--- src/rtl/mmio_ctrl_if.sv ---
// CPU data-memory side bus between the core and the MMIO register block.
interface mmio_ctrl_if #(
    parameter int unsigned DBITS = 32
);
    logic [DBITS-1:0] mem_addr;
    logic             mem_rd_en;
    logic             mem_wr_en;
    logic [DBITS-1:0] mem_wdata;
    logic [DBITS-1:0] mem_rdata;
    logic             io_sel;

    modport master (
        output mem_addr, mem_rd_en, mem_wr_en, mem_wdata,
        input  mem_rdata, io_sel
    );

    modport slave (
        input  mem_addr, mem_rd_en, mem_wr_en, mem_wdata,
        output mem_rdata, io_sel
    );
endinterface

--- src/rtl/mmio_ctrl.sv ---
// Memory-mapped KEY/SW inputs with sticky status, LED/HEX output registers
// and an interval timer on the CPU data bus.
module mmio_ctrl #(
    parameter int unsigned    DBITS           = 32,
    parameter int unsigned    NUM_KEYS        = 4,
    parameter int unsigned    NUM_SW          = 10,
    parameter int unsigned    NUM_LEDR        = 10,
    parameter int unsigned    NUM_LEDG        = 8,
    parameter int unsigned    NUM_HEX         = 4,
    parameter int unsigned    DEBOUNCE_CYCLES = 16,
    parameter int unsigned    TIMER_PRESCALE  = 50000,
    parameter logic [DBITS-1:0] ADDR_HEX      = 32'hF0000000,
    parameter logic [DBITS-1:0] ADDR_LEDR     = 32'hF0000004,
    parameter logic [DBITS-1:0] ADDR_LEDG     = 32'hF0000008,
    parameter logic [DBITS-1:0] ADDR_KEY      = 32'hF0000010,
    parameter logic [DBITS-1:0] ADDR_SW       = 32'hF0000014,
    parameter logic [DBITS-1:0] ADDR_TCNT     = 32'hF0000020,
    parameter logic [DBITS-1:0] ADDR_TLIM     = 32'hF0000024,
    parameter logic [DBITS-1:0] ADDR_KCTRL    = 32'hF0000110,
    parameter logic [DBITS-1:0] ADDR_TCTRL    = 32'hF0000120
) (
    input  logic                  clk,
    input  logic                  reset,
    mmio_ctrl_if.slave            bus,
    input  logic [NUM_KEYS-1:0]   KEY,
    input  logic [NUM_SW-1:0]     SW,
    output logic [NUM_LEDR-1:0]   LEDR,
    output logic [NUM_LEDG-1:0]   LEDG,
    output logic [7*NUM_HEX-1:0]  HEX
);
    localparam int unsigned NIN = NUM_KEYS + NUM_SW;
    localparam int unsigned CW  = (DEBOUNCE_CYCLES > 1) ? $clog2(DEBOUNCE_CYCLES) : 1;
    localparam int unsigned PW  = (TIMER_PRESCALE > 1) ? $clog2(TIMER_PRESCALE) : 1;
    localparam int unsigned HW  = 4 * NUM_HEX;

    function automatic logic [6:0] seg7(input logic [3:0] n);
        case (n)
            4'h0: seg7 = 7'b1000000;  4'h1: seg7 = 7'b1111001;
            4'h2: seg7 = 7'b0100100;  4'h3: seg7 = 7'b0110000;
            4'h4: seg7 = 7'b0011001;  4'h5: seg7 = 7'b0010010;
            4'h6: seg7 = 7'b0000010;  4'h7: seg7 = 7'b1111000;
            4'h8: seg7 = 7'b0000000;  4'h9: seg7 = 7'b0010000;
            4'hA: seg7 = 7'b0001000;  4'hB: seg7 = 7'b0000011;
            4'hC: seg7 = 7'b1000110;  4'hD: seg7 = 7'b0100001;
            4'hE: seg7 = 7'b0000110;  default: seg7 = 7'b0001110;
        endcase
    endfunction

    logic [NIN-1:0]          sync1, sync2, deb, flip;
    logic [NIN-1:0][CW-1:0]  cnt;
    logic [HW-1:0]           hex_reg;
    logic [7*NUM_HEX-1:0]    hex_seg_n;
    logic [DBITS-1:0]        tcnt, tlim;
    logic [PW-1:0]           pcnt;
    logic                    k_rdy, k_ovr, t_rdy, t_ovr;
    logic                    k_rdy_n, k_ovr_n, t_rdy_n, t_ovr_n;
    logic                    key_evt, t_run, t_tick, t_wrap;
    logic                    rd_key, wr_hex, wr_ledr, wr_ledg, wr_tcnt, wr_tlim, wr_kctrl, wr_tctrl;
    logic [DBITS-1:0]        rdata_c;
    logic                    sel_c;

    assign rd_key   = bus.mem_rd_en && (bus.mem_addr == ADDR_KEY);
    assign wr_hex   = bus.mem_wr_en && (bus.mem_addr == ADDR_HEX);
    assign wr_ledr  = bus.mem_wr_en && (bus.mem_addr == ADDR_LEDR);
    assign wr_ledg  = bus.mem_wr_en && (bus.mem_addr == ADDR_LEDG);
    assign wr_tcnt  = bus.mem_wr_en && (bus.mem_addr == ADDR_TCNT);
    assign wr_tlim  = bus.mem_wr_en && (bus.mem_addr == ADDR_TLIM);
    assign wr_kctrl = bus.mem_wr_en && (bus.mem_addr == ADDR_KCTRL);
    assign wr_tctrl = bus.mem_wr_en && (bus.mem_addr == ADDR_TCTRL);

    // A bit flips on the edge its counter would reach DEBOUNCE_CYCLES differing samples.
    always_comb begin
        flip = '0;
        for (int i = 0; i < NIN; i++)
            flip[i] = (sync2[i] != deb[i]) && (cnt[i] == CW'(DEBOUNCE_CYCLES - 1));
    end

    assign key_evt = |flip[NUM_KEYS-1:0];

    always_ff @(posedge clk or negedge reset) begin
        if (!reset) begin
            sync1 <= '0;
            sync2 <= '0;
            deb   <= '0;
            cnt   <= '0;
        end else begin
            sync1 <= {SW, ~KEY};
            sync2 <= sync1;
            for (int i = 0; i < NIN; i++) begin
                if (sync2[i] == deb[i]) begin
                    cnt[i] <= '0;
                end else if (flip[i]) begin
                    cnt[i] <= '0;
                    deb[i] <= sync2[i];
                end else begin
                    cnt[i] <= cnt[i] + CW'(1);
                end
            end
        end
    end

    // Timer: prescaler held at 0 while stopped; a TCNT write takes priority over a tick.
    assign t_run  = (tlim != '0);
    assign t_tick = t_run && (pcnt == PW'(TIMER_PRESCALE - 1));
    assign t_wrap = t_tick && !wr_tcnt && (tcnt == tlim - DBITS'(1));

    always_ff @(posedge clk or negedge reset) begin
        if (!reset) begin
            tcnt <= '0;
            tlim <= '0;
            pcnt <= '0;
        end else begin
            if (wr_tcnt) begin
                tcnt <= bus.mem_wdata;
                pcnt <= '0;
            end else begin
                pcnt <= (!t_run || t_tick) ? '0 : pcnt + PW'(1);
                if (t_tick)
                    tcnt <= t_wrap ? '0 : tcnt + DBITS'(1);
            end
            if (wr_tlim)
                tlim <= bus.mem_wdata;
        end
    end

    // Sticky status: hardware set wins over software clear; write 1 is a no-op.
    always_comb begin
        k_rdy_n = k_rdy;
        k_ovr_n = k_ovr;
        t_rdy_n = t_rdy;
        t_ovr_n = t_ovr;
        if (rd_key)                             k_rdy_n = 1'b0;
        if (wr_kctrl && !bus.mem_wdata[0])      k_rdy_n = 1'b0;
        if (wr_kctrl && !bus.mem_wdata[1])      k_ovr_n = 1'b0;
        if (wr_tctrl && !bus.mem_wdata[0])      t_rdy_n = 1'b0;
        if (wr_tctrl && !bus.mem_wdata[1])      t_ovr_n = 1'b0;
        if (key_evt) begin
            k_rdy_n = 1'b1;
            if (k_rdy) k_ovr_n = 1'b1;
        end
        if (t_wrap) begin
            t_rdy_n = 1'b1;
            if (t_rdy) t_ovr_n = 1'b1;
        end
    end

    always_comb begin
        hex_seg_n = '0;
        for (int i = 0; i < NUM_HEX; i++)
            hex_seg_n[7*i +: 7] = seg7(bus.mem_wdata[4*i +: 4]);
    end

    always_ff @(posedge clk or negedge reset) begin
        if (!reset) begin
            k_rdy   <= 1'b0;
            k_ovr   <= 1'b0;
            t_rdy   <= 1'b0;
            t_ovr   <= 1'b0;
            hex_reg <= '0;
            HEX     <= {NUM_HEX{7'b1000000}};
            LEDR    <= '0;
            LEDG    <= '0;
        end else begin
            k_rdy <= k_rdy_n;
            k_ovr <= k_ovr_n;
            t_rdy <= t_rdy_n;
            t_ovr <= t_ovr_n;
            if (wr_hex) begin
                hex_reg <= bus.mem_wdata[HW-1:0];
                HEX     <= hex_seg_n;
            end
            if (wr_ledr) LEDR <= bus.mem_wdata[NUM_LEDR-1:0];
            if (wr_ledg) LEDG <= bus.mem_wdata[NUM_LEDG-1:0];
        end
    end

    // Combinational read mux; unmapped addresses deselect and return zero.
    always_comb begin
        rdata_c = '0;
        sel_c   = 1'b1;
        case (bus.mem_addr)
            ADDR_HEX:   rdata_c = DBITS'(hex_reg);
            ADDR_LEDR:  rdata_c = DBITS'(LEDR);
            ADDR_LEDG:  rdata_c = DBITS'(LEDG);
            ADDR_KEY:   rdata_c = DBITS'(deb[NUM_KEYS-1:0]);
            ADDR_SW:    rdata_c = DBITS'(deb[NIN-1:NUM_KEYS]);
            ADDR_TCNT:  rdata_c = tcnt;
            ADDR_TLIM:  rdata_c = tlim;
            ADDR_KCTRL: rdata_c = DBITS'({k_ovr, k_rdy});
            ADDR_TCTRL: rdata_c = DBITS'({t_ovr, t_rdy});
            default:    sel_c   = 1'b0;
        endcase
    end

    assign bus.mem_rdata = rdata_c;
    assign bus.io_sel    = sel_c;
endmodule

--- src/flat_wrapper.sv ---
// flat-port wrapper written by rule: the top's interface ports become plain ports
module mmio_ctrl_flat 
#(
    parameter int unsigned    DBITS           = 32,
    parameter int unsigned    NUM_KEYS        = 4,
    parameter int unsigned    NUM_SW          = 10,
    parameter int unsigned    NUM_LEDR        = 10,
    parameter int unsigned    NUM_LEDG        = 8,
    parameter int unsigned    NUM_HEX         = 4,
    parameter int unsigned    DEBOUNCE_CYCLES = 16,
    parameter int unsigned    TIMER_PRESCALE  = 50000,
    parameter logic [DBITS-1:0] ADDR_HEX      = 32'hF0000000,
    parameter logic [DBITS-1:0] ADDR_LEDR     = 32'hF0000004,
    parameter logic [DBITS-1:0] ADDR_LEDG     = 32'hF0000008,
    parameter logic [DBITS-1:0] ADDR_KEY      = 32'hF0000010,
    parameter logic [DBITS-1:0] ADDR_SW       = 32'hF0000014,
    parameter logic [DBITS-1:0] ADDR_TCNT     = 32'hF0000020,
    parameter logic [DBITS-1:0] ADDR_TLIM     = 32'hF0000024,
    parameter logic [DBITS-1:0] ADDR_KCTRL    = 32'hF0000110,
    parameter logic [DBITS-1:0] ADDR_TCTRL    = 32'hF0000120
)
  (clk, reset, KEY, SW, LEDR, LEDG, HEX, bus_mem_addr, bus_mem_rd_en, bus_mem_wr_en, bus_mem_wdata, bus_mem_rdata, bus_io_sel);
  mmio_ctrl_if #(.DBITS(DBITS)) bus_i ();
  input  logic clk;
  input  logic reset;
  input  logic [NUM_KEYS-1:0] KEY;
  input  logic [NUM_SW-1:0] SW;
  output logic [NUM_LEDR-1:0] LEDR;
  output logic [NUM_LEDG-1:0] LEDG;
  output logic [7*NUM_HEX-1:0] HEX;
  input wire logic [$bits(bus_i.mem_addr)-1:0] bus_mem_addr;
  input wire logic [$bits(bus_i.mem_rd_en)-1:0] bus_mem_rd_en;
  input wire logic [$bits(bus_i.mem_wr_en)-1:0] bus_mem_wr_en;
  input wire logic [$bits(bus_i.mem_wdata)-1:0] bus_mem_wdata;
  output wire logic [$bits(bus_i.mem_rdata)-1:0] bus_mem_rdata;
  output wire logic [$bits(bus_i.io_sel)-1:0] bus_io_sel;
  assign bus_i.mem_addr = bus_mem_addr;
  assign bus_i.mem_rd_en = bus_mem_rd_en;
  assign bus_i.mem_wr_en = bus_mem_wr_en;
  assign bus_i.mem_wdata = bus_mem_wdata;
  assign bus_mem_rdata = bus_i.mem_rdata;
  assign bus_io_sel = bus_i.io_sel;
  mmio_ctrl #(.DBITS(DBITS), .NUM_KEYS(NUM_KEYS), .NUM_SW(NUM_SW), .NUM_LEDR(NUM_LEDR), .NUM_LEDG(NUM_LEDG), .NUM_HEX(NUM_HEX), .DEBOUNCE_CYCLES(DEBOUNCE_CYCLES), .TIMER_PRESCALE(TIMER_PRESCALE), .ADDR_HEX(ADDR_HEX), .ADDR_LEDR(ADDR_LEDR), .ADDR_LEDG(ADDR_LEDG), .ADDR_KEY(ADDR_KEY), .ADDR_SW(ADDR_SW), .ADDR_TCNT(ADDR_TCNT), .ADDR_TLIM(ADDR_TLIM), .ADDR_KCTRL(ADDR_KCTRL), .ADDR_TCTRL(ADDR_TCTRL)) u_core (.clk(clk), .reset(reset), .bus(bus_i), .KEY(KEY), .SW(SW), .LEDR(LEDR), .LEDG(LEDG), .HEX(HEX));
endmodule
--- config.mk ---
export PLATFORM = sky130hd
export DESIGN_NAME = mmio_ctrl_flat
export DESIGN_NICKNAME = d
export VERILOG_FILES = /design/src/rtl/mmio_ctrl_if.sv /design/src/rtl/mmio_ctrl.sv /design/src/flat_wrapper.sv
export SDC_FILE = /design/constraint.sdc
export NUM_CORES = 1
export LEC_CHECK = 0
export CAP_MARGIN = 20
export CORE_ASPECT_RATIO = 0.6
export CORE_MARGIN = 5
export CORE_UTILIZATION = 55
export CTS_CLUSTER_SIZE = 30
export DETAILED_ROUTE_END_ITERATION = 6
export GPL_ROUTABILITY_DRIVEN = 1
export PLACE_DENSITY = 0.76
export SYNTH_ARGS = -nofsm -noshare
export SYNTH_HDL_FRONTEND = slang
export SYNTH_SLANG_ARGS = --single-unit
--- constraint.sdc ---
create_clock -name clk -period 3.7 [get_ports clk]
set_input_delay 0.74 -clock clk [delete_from_list [all_inputs] [get_ports clk]]
set_output_delay 0.74 -clock clk [all_outputs]
set_load 0.02 [all_outputs]
==> results of run 1 <==
[worst max-delay path, delay by kind of cell]
kind | cells | cell delay [ns]
and+or+nand+nor | 4 | 0.60
buffers and inverters | 6 | 1.21
AOI/OAI and AO/OA | 1 | 0.38
[final cells by class]
type	count	area, µm²	share of cell area (%)
Timing Repair Buffer	242	2260	13.4
Tap cell	322	403	2.39
Inverter	54	205	1.22
Sequential cell	244	6110	36.2
Clock inverter	6	61.3	0.364
Multi-Input combinational cell	1052	7100	42.1
Clock buffer	34	719	4.27
[synth_stat cells, types with 7 or more instances]
cell / instances
a21oi_1: 77
a222oi_1: 13
a22o_1: 22
a22oi_1: 14
a31oi_1: 20
a32oi_1: 14
and2_1: 10
and3_1: 12
buf_2: 9
clkbuf_1: 77
dfrtp_1: 240
ha_1: 41
inv_1: 53
mux2_2: 60
mux2i_1: 25
nand2_1: 140
nand3_1: 53
nand3b_1: 7
nand4_1: 28
nand4b_1: 16
nor2_1: 111
nor2b_1: 24
nor3_1: 30
nor3b_1: 13
nor4_1: 15
o21ai_0: 95
o21ai_1: 10
or2_2: 7
or3_1: 23
xnor2_1: 57
xor2_1: 24
[worst min path at each step]
stage               slack [ns]        startpoint  cells past startpoint               end
finish                    0.15             reset                      1    u_core.cnt[27]
global route              0.18             reset                      1    u_core.cnt[27]
CTS                       0.16             reset                      1    u_core.cnt[27]
detailed placement        0.33  u_core.sync1[10]                      0  u_core.sync2[10]
global placement          0.33  u_core.sync1[11]                      0  u_core.sync2[11]
floorplan                 0.33   u_core.sync1[0]                      0   u_core.sync2[0]
[power by group]
group	internal [W]	leakage, nW	switching, W
combinational	0.000177	4.00	0.000207
sequential	0.00272	3.24	0.0000467
clock	0.00142	0.385	0.00103
total	0.00431	7.62	0.00129
[metrics by stage]
stage / std cells / TNS (ns)
5_1_grt: 1954 / -0.152
4_1_cts: 1945 / -0.0154
3_5_place_dp: 1904 / -17.60
3_3_place_gp: 1904 / -16.67
2_1_floorplan: 1438 / 0
6_report: 1954 / 0
[what timing repair did]
action | 4_1_cts | 5_1_grt
cloned | 0 | 4
pin swaps | 3 | 21
endpoints found under the setup margin | 33 | 65
buffers inserted | 1 | 5
resized for setup | 89 | 85
[cells by family after synthesis]
family,count (synthesis),share of synthesized area (%)
flip-flops,244,44.9
AO/OA/AOI/OAI,319,15.0
adder cells (fa/ha/maj),41,3.77
AND/OR/NAND/NOR,524,19.9
XOR/XNOR,81,5.21
buffers and inverters,142,4.03
multiplexers,87,7.13
[routing by layer]
layer	part of all wire (%)	wire, µm	vias up	track usage, %
met4	1.9	774	0	6.25
met2	41	16200	594	37.0
met3	10	4110	85	6.42
li1	-	-	5542	-
met5	0	0	-	0
met1	47	18800	5877	43.7
==> impl_metrics.env, run 1 <==
export IMPL_tightest_slew_ns=0.756
export IMPL_cp_end_kind="output port"
export IMPL_htreeDepth=1
export IMPL_dr_total_vias=12100
export IMPL_worstPathArrival_ns=2.94
export IMPL_critPathLaunchType="primary input"
export IMPL_cp_slowest_cell="clkdlybuf4s50_1"
export IMPL_cpPeakStageDelay_ns=0.46
export IMPL_fin_util_pct=69.5
export IMPL_grt_pass1_wl_um=62300
export IMPL_fin_ws_ns=0.0203
export IMPL_yosys_area_top_type_share_pct=44.1
export IMPL_p_leak_nw=7.62
export IMPL_antenna_left=0
export IMPL_yosysTopAreaCell="dfrtp_1"
export IMPL_n_antenna_cell=0
export IMPL_wire_per_inst_um=20.4
export IMPL_cp_max_fo=23
export IMPL_stdcell_area_mm2=0.0169
export IMPL_max_freq_ghz=0.272
export IMPL_synthArstFlopShare_pct=100
export IMPL_endpoint="bus_mem_rdata[14]"
export IMPL_rr_startpoint="u_core.tlim[1]"
export IMPL_area_growth_pct=23.9
export IMPL_grt_pass1_vias=11500
export IMPL_die_area_mm2=0.0281
export IMPL_grt_antenna_before_repair=0
export IMPL_drv_cap=0
export IMPL_setup_violations=0
export IMPL_wirelength_um=39900
export IMPL_final_nets=1741
export IMPL_top_level_ports=161
export IMPL_syn_nets=1561
export IMPL_hold_ws_ns=0.153
export IMPL_dr_first_iter_drc_count=1503
export IMPL_grt_max_degree=97
export IMPL_initial_core_util_pct=56.1
export IMPL_clock_latency_ns=0.53
export IMPL_synth_warnings=0
export IMPL_post_place_ws_ns=-0.611
export IMPL_cts_buffer_depth=3
export IMPL_slew_headroom_pct=49.4
export IMPL_status="completed"
export IMPL_gp_congestion=0.959
export IMPL_overflow=0
export IMPL_drc=0
export IMPL_place_area_mm2=0.0159
export IMPL_required_ns=2.96
export IMPL_cts_hold_buffers_added=0
export IMPL_largest_reg_flops=56
export IMPL_yosysUniqueCellTypes=75
export IMPL_rr_endpoint="u_core.tcnt[27]"
export IMPL_total_power_w=0.00560
export IMPL_layout_commonest_cell="dfrtp_1"
export IMPL_reg_largest_list="u_core.cnt x56, u_core.tcnt x32, u_core.tlim x32"
export IMPL_cp_cell_sequence="clkdlybuf4s50_1 -> and4b_1 -> nand4_1 -> nor3_2 -> buf_4 -> buf_4 -> and2_4 -> buf_8 -> a222oi_1 -> inv_1 -> buf_2"
export IMPL_crit_path_start="bus_mem_addr[27]"
export IMPL_ys_flop_type="dfrtp_1"
export IMPL_p_per_area_mw_per_mm2=332
export IMPL_syn_instance_count=1438
export IMPL_synth_avg_cell_area_um2=9.47
export IMPL_crit_type="primary input to output port"
export IMPL_peakVddDrop_mv=0.284
export IMPL_synth_area_mm2=0.0136
export IMPL_fin_crit_ns=3.68
export IMPL_numPortBuffers=160
export IMPL_cts_sinks=244
export IMPL_fill_cells=1860
export IMPL_viasPerCell=6.19
export IMPL_placementRows=44
export IMPL_grtUsageTotal_pct=27.2
export IMPL_slew_viol_final=0
export IMPL_cts_root_buf="clkbuf_16"
export IMPL_ys_seq_area_share_pct=44.9
export IMPL_final_cell_mix="dfrtp_1, nand2_1, clkdlybuf4s50_1"
export IMPL_netlist_top_cells_area="dfrtp_1, mux2_2, nand2_1"
export IMPL_cts_tree="built"
export IMPL_synth_edff_count=0
export IMPL_finalHoldViolCount=0
export IMPL_dpl_hpwl_um=28300
export IMPL_drive_gt1_share_pct=16.2
export IMPL_hold_path_class="primary input to async pin"
export IMPL_ff2ff_setup_slack_ns=0.22
export IMPL_die_y_um=132
export IMPL_clkTransAtPathRegs_ns=0.06
export IMPL_fin_worst_skew_ns=0.0109
export IMPL_top_register="u_core.cnt"
export IMPL_cts_buffers=24
export IMPL_dr_pass1_iters=7
export IMPL_synth_seq_cells=244
export IMPL_die_w_um=213
export IMPL_crit_path_frequent_cell="buf_4"
export IMPL_coreArea_mm2=0.0243
export IMPL_min_period_over_period_pct=99.5
export IMPL_worst_r2r_cell_count=12
(Power assumes the default switching activity.)
==> run 2: changes to the inputs <==
Settings changed: CORE_UTILIZATION 55 to 35, PLACE_DENSITY 0.76 to 0.51.
==> run 2 against run 1 <==
Compared with the run above: the run now ends with DRC left; final cell count grew 11%; cell area grew 2.3%; routed wire length grew 8.2%; first-iteration DRC count shrank 27%; clock power grew 3%; clock-buffer cell count grew 8; combinational power is essentially flat; register-to-register slack lost 0.07 ns; non-clock buffer count grew 9; power grew 1.5%; worst setup slack lost 0.0090 ns; fmax shrank 0.25%; largest cell class unchanged.
==> impl_metrics.env, run 2 (synthesized netlist as in run 1, its figures left out) <==
export IMPL_area_growth_pct=26.8
export IMPL_cts_root_buf="clkbuf_16"
export IMPL_seqPwrFrac_pct=48.7
export IMPL_layout_commonest_cell="dfrtp_1"
export IMPL_fin_ws_ns=0.0113
export IMPL_dr_first_iter_drc_count=1091
export IMPL_initial_core_util_pct=35.1
export IMPL_dpl_hpwl_um=31800
export IMPL_dr_pass1_iters=7
export IMPL_fill_cells=3739
export IMPL_drc=5
export IMPL_hold_path_class="primary input to async pin"
export IMPL_cp_max_fo=5
export IMPL_clkTransAtPathRegs_ns=0.06
export IMPL_cp_cell_sequence="clkdlybuf4s50_1 -> nor4_2 -> nand4_1 -> nor3_2 -> buf_4 -> buf_12 -> and2_4 -> buf_12 -> a222oi_1 -> o211ai_1 -> buf_4"
export IMPL_drv_cap=0
export IMPL_switchingPower_w=0.00133
export IMPL_multi_input_area_mm2=0.00713
export IMPL_fin_util_pct=44.5
export IMPL_hold_ws_ns=0.117
export IMPL_finalSetupTns_ns=0
export IMPL_status="finished, violations left"
export IMPL_peakVddDrop_mv=0.280
export IMPL_dr_total_vias=11700
export IMPL_min_period_over_period_pct=99.7
export IMPL_ff2ff_setup_slack_ns=0.15
export IMPL_grt_pass1_wl_um=67200
export IMPL_finalHoldViolCount=0
export IMPL_reg_largest_list="u_core.cnt x56, u_core.tcnt x32, u_core.tlim x32"
export IMPL_required_ns=2.96
export IMPL_cts_sinks=244
export IMPL_slew_headroom_pct=52.4
export IMPL_cpPeakStageDelay_ns=0.41
export IMPL_antenna_left=0
export IMPL_cp_end_kind="output port"
export IMPL_p_per_area_mw_per_mm2=329
export IMPL_post_place_ws_ns=-0.752
export IMPL_p_leak_nw=7.61
export IMPL_placementRows=56
export IMPL_grt_antenna_before_repair=1
export IMPL_die_y_um=163
export IMPL_grt_max_degree=79
export IMPL_die_w_um=265
export IMPL_coreArea_mm2=0.0387
export IMPL_die_area_mm2=0.0431
export IMPL_cts_hold_buffers_added=0
export IMPL_fin_crit_ns=3.69
export IMPL_total_power_w=0.00568
export IMPL_clock_latency_ns=0.54
export IMPL_crit_type="primary input to output port"
export IMPL_wirelength_um=43100
export IMPL_ff_latch_area_mm2=0.00611
export IMPL_tightest_slew_ns=0.712
export IMPL_cts_buffers=26
export IMPL_crit_path_start="bus_mem_addr[25]"
export IMPL_power_share_clock_pct=44.5
export IMPL_fin_worst_skew_ns=0.0145
export IMPL_gp_congestion=0.914
export IMPL_rsz0062_at_grt="true"
export IMPL_n_antenna_cell=0
export IMPL_internal_power_w=0.00435
export IMPL_cts_buffer_depth=3
export IMPL_rr_startpoint="u_core.tlim[0]"
export IMPL_violations="DRC"
export IMPL_wire_per_inst_um=19.9
export IMPL_cp_slowest_cell="clkdlybuf4s50_1"
export IMPL_final_cell_mix="dfrtp_1, nand2_1, clkdlybuf4s50_1"
export IMPL_cts_tree="built"
export IMPL_critPathLaunchType="primary input"
export IMPL_comb_power_share_pct=6.8
export IMPL_top_register="u_core.cnt"
export IMPL_grtUsageTotal_pct=19.4
export IMPL_drive_gt1_share_pct=17.0
export IMPL_setup_violations=0
export IMPL_slew_viol_final=0
export IMPL_crit_family="buffers and inverters"
export IMPL_numPortBuffers=160
export IMPL_htreeDepth=1
export IMPL_worstPathArrival_ns=2.95
export IMPL_overflow=0
export IMPL_grt_pass1_vias=11200
export IMPL_top_level_ports=161
export IMPL_max_freq_ghz=0.271
export IMPL_swShare_pct=23.4
export IMPL_largest_reg_flops=56
export IMPL_viasPerCell=5.39
export IMPL_final_nets=1752
export IMPL_worst_path_buf_inv=5
-- run 2: power groups by stage --
stage	Sequential [W]	Combinational, W	Clock, W
detailed placement	0.00281	0.000383	0
CTS	0.00277	0.000389	0.00261
floorplan	0.00280	0.000168	0
global placement	0.00281	0.000381	0
finish	0.00277	0.000386	0.00253
global route	0.00277	0.000437	0.00273
-- run 2: layer usage --
| layer | up-vias | part of all wire [%] | GRT usage [%] | wire (µm) |
|---|---|---|---|---|
| li1 | 5564 | - | - | - |
| met4 | 0 | 0.94 | 2.35 | 405 |
| met1 | 5716 | 51 | 31.6 | 22100 |
| met2 | 376 | 40 | 26.6 | 17400 |
| met3 | 35 | 7.6 | 4.24 | 3270 |
| met5 | - | 0 | 0 | 0 |
-- run 2: worst register-to-register path, delay by kind of cell, from the launching register on --
family,cells,cell delay (ns)
buffers and inverters,3,0.55
adder cells (fa/ha/maj),1,0.23
AND/OR/NAND/NOR,6,1.73
XOR/XNOR,1,0.27
AO/OA/AOI/OAI,2,0.29
flip-flops,1,0.38
-- run 2: worst paths after layout --
kind,to,cells after the start
worst max-delay path,bus_mem_rdata[1],11
worst min-delay path,u_core.sync1[7],1
worst max register to register,u_core.tcnt[24],13
worst min register to register,u_core.sync2[11],0
max in group asynchronous,u_core.cnt[42],2
min in group clk,u_core.sync2[11],0
-- run 2: repair_timing --
action,CTS,global route
resized for setup,145,36
setup endpoints to repair,33,46
hold endpoints to repair,0,0
pin swaps,6,15
setup buffers,4,4
-- run 2: through the flow --
stage               std cells  cell area [µm²]
floorplan                1438            13600
global placement         2116            16300
detailed placement       2116            16300
CTS                      2165            17100
global route             2168            17300
finish                   2168            17300
-- run 2: final cells by class --
type                    instances  area share (%)
well taps                     522            3.78
multi-input cells            1052            41.3
repair buffers                251            13.6
clock inverters                 3           0.102
clock buffers                  42            4.59
flip-flops and latches        244            35.4
inverters                      54            1.18
==> run 3: changes to the inputs <==
Settings changed: MAX_ROUTING_LAYER set to met4, PLACE_DENSITY 0.51 to 0.55.
==> run 3 against run 2 <==
Compared with the run above: the run now ends clean; largest cell class unchanged; sequential power barely moved; hold slack better by 0.074 ns; flip-flop and latch count unchanged; clock skew grew 0.0026 ns; clock-buffer cell count is 8 lower; register-to-register slack improved by 0.05 ns; sequential share of layout area decreased by 0.26 points; fmax rose by 0.42%; first-iteration DRC count shrank 6.7%; power up 3.0%; cell area rose by 0.73%.
==> impl_metrics.env, run 3 (synthesized netlist as in run 1, its figures left out) <==
export IMPL_slew_viol_final=0
export IMPL_wirelength_um=43400
export IMPL_cpPeakStageDelay_ns=0.57
export IMPL_grt_max_degree=97
export IMPL_status="completed"
export IMPL_cp_max_fo=5
export IMPL_wire_per_inst_um=20.0
export IMPL_max_freq_ghz=0.272
export IMPL_cts_root_buf="clkbuf_16"
export IMPL_grt_pass1_vias=11500
export IMPL_dr_first_iter_drc_count=1018
export IMPL_antenna_left=0
export IMPL_cts_hold_buffers_added=0
export IMPL_htreeDepth=1
export IMPL_fin_worst_skew_ns=0.0172
export IMPL_setup_violations=0
export IMPL_dp_cells=2116
export IMPL_final_cell_mix="dfrtp_1, nand2_1, clkdlybuf4s50_1"
export IMPL_cts_sinks=244
export IMPL_overflow=0
export IMPL_cp_cell_sequence="clkdlybuf4s50_1 -> or4_4 -> nor4b_4 -> buf_4 -> and3_4 -> a222oi_1 -> o211ai_1 -> buf_4"
export IMPL_die_area_mm2=0.0431
export IMPL_fin_util_pct=44.9
export IMPL_hold_path_class="primary input to async pin"
export IMPL_placementRows=56
export IMPL_numPortBuffers=160
export IMPL_reg_largest_list="u_core.cnt x56, u_core.tcnt x32, u_core.tlim x32"
export IMPL_crit_path_frequent_cell="buf_4"
export IMPL_fin_crit_ns=3.67
export IMPL_rr_startpoint="u_core.tlim[15]"
export IMPL_critPathLaunchType="primary input"
export IMPL_final_cells=2172
export IMPL_initial_core_util_pct=35.1
export IMPL_crit_path_start="bus_mem_addr[7]"
export IMPL_p_per_area_mw_per_mm2=337
export IMPL_drive_gt1_share_pct=17.5
export IMPL_required_ns=2.96
export IMPL_top_register="u_core.cnt"
export IMPL_peakVddDrop_mv=0.281
export IMPL_grtUsageTotal_pct=19.9
export IMPL_min_period_over_period_pct=99.3
export IMPL_clkTransAtPathRegs_ns=0.07
export IMPL_cp_end_kind="output port"
export IMPL_cp_slowest_cell="or4_4"
export IMPL_dr_total_vias=11900
export IMPL_crit_family="simple AND/OR/NAND/NOR gates"
export IMPL_drv_cap=0
export IMPL_dpl_hpwl_um=31000
export IMPL_worstPathArrival_ns=2.93
export IMPL_drc=0
export IMPL_finalHoldViolCount=0
export IMPL_layout_commonest_cell="dfrtp_1"
export IMPL_top_level_ports=161
export IMPL_tightest_slew_ns=0.801
export IMPL_area_growth_pct=27.7
export IMPL_die_w_um=265
export IMPL_cts_tree="built"
export IMPL_coreArea_mm2=0.0387
export IMPL_grt_antenna_before_repair=0
export IMPL_worst_path_buf_inv=3
export IMPL_die_y_um=163
export IMPL_viasPerCell=5.47
export IMPL_largest_reg_flops=56
export IMPL_final_nets=1755
export IMPL_cts_buffers=25
export IMPL_crit_type="primary input to output port"
export IMPL_gp_congestion=0.938
export IMPL_clock_latency_ns=0.55
export IMPL_grt_pass1_wl_um=67400
export IMPL_cts_buffer_depth=3
export IMPL_slew_headroom_pct=46.6
export IMPL_dr_pass1_iters=5
export IMPL_p_leak_nw=7.71
[run 3: area by class of cell]
type	instances	area, µm²
clock buffer	34	729
antenna	1	2.50
multi-input combinational	1052	7160
fill	3679	21400
clock inverter	10	130
timing repair buffer	255	2390
tap	522	653
inverter	54	205
sequential	244	6110
[run 3: per-stage QoR]
step	setup WS (ns)	hold slack, ns	power, W	setup TNS (ns)	instance area (µm²)
after global placement	-0.654	0.335	0.00319	-18.61	16300
after floorplan	0.112	0.331	0.00297	0	13600
after CTS	-0.00919	0.246	0.00592	-0.00919	17300
final	0.0268	0.191	0.00585	0	17400
after detailed placement	-0.670	0.337	0.00320	-18.89	16300
after global routing	-0.0378	0.263	0.00608	-0.196	17400
[run 3: metal layers]
| metal | GRT usage (%) | up-vias | part of all wire, % |
|---|---|---|---|
| met1 | 30.5 | 5860 | 50 |
| met2 | 27.8 | 403 | 42 |
| met3 | 3.13 | 52 | 6.0 |
| met4 | 4.18 | 0 | 2.1 |
| met5 | - | - | 0 |
| li1 | - | 5561 | - |
[run 3: worst register-to-register path, cell delays in order, from the launching register on]
cell and delay [ns]:
dfrtp_1 0.43, nor4_2 0.46, nand4_2 0.36, or3_1 0.50
a222oi_1 0.44, nand4_1 0.20, nor4_2 0.28, nand2_1 0.20
buf_4 0.20, a22oi_1 0.21, a21oi_1 0.11
[run 3: worst paths after layout]
path / slack, ns / cells past startpoint / to
max in group asynchronous: 2.53 / 2 / u_core.HEX[13]
max: 0.03 / 8 / bus_mem_rdata[0]
max reg2reg: 0.20 / 10 / u_core.tcnt[14]
min in group clk: 0.35 / 0 / u_core.sync2[9]
min: 0.19 / 1 / u_core.cnt[31]
min reg2reg: 0.35 / 0 / u_core.sync2[9]
[run 3: repair_timing]
action / 4_1_cts / 5_1_grt
gates resized for setup: 177 / 26
buffers inserted: 7 / 3
setup endpoints to repair: 33 / 33
pin swaps: 10 / 14
gates cloned: 2 / 1
[run 3: report_power, final]
| group | switching, W | leakage, nW | internal, W |
|---|---|---|---|
| logic | 0.000211 | 4.05 | 0.000177 |
| clock network | 0.00111 | 0.423 | 0.00158 |
| registers | 0.0000462 | 3.24 | 0.00272 |
| total | 0.00137 | 7.71 | 0.00448 |
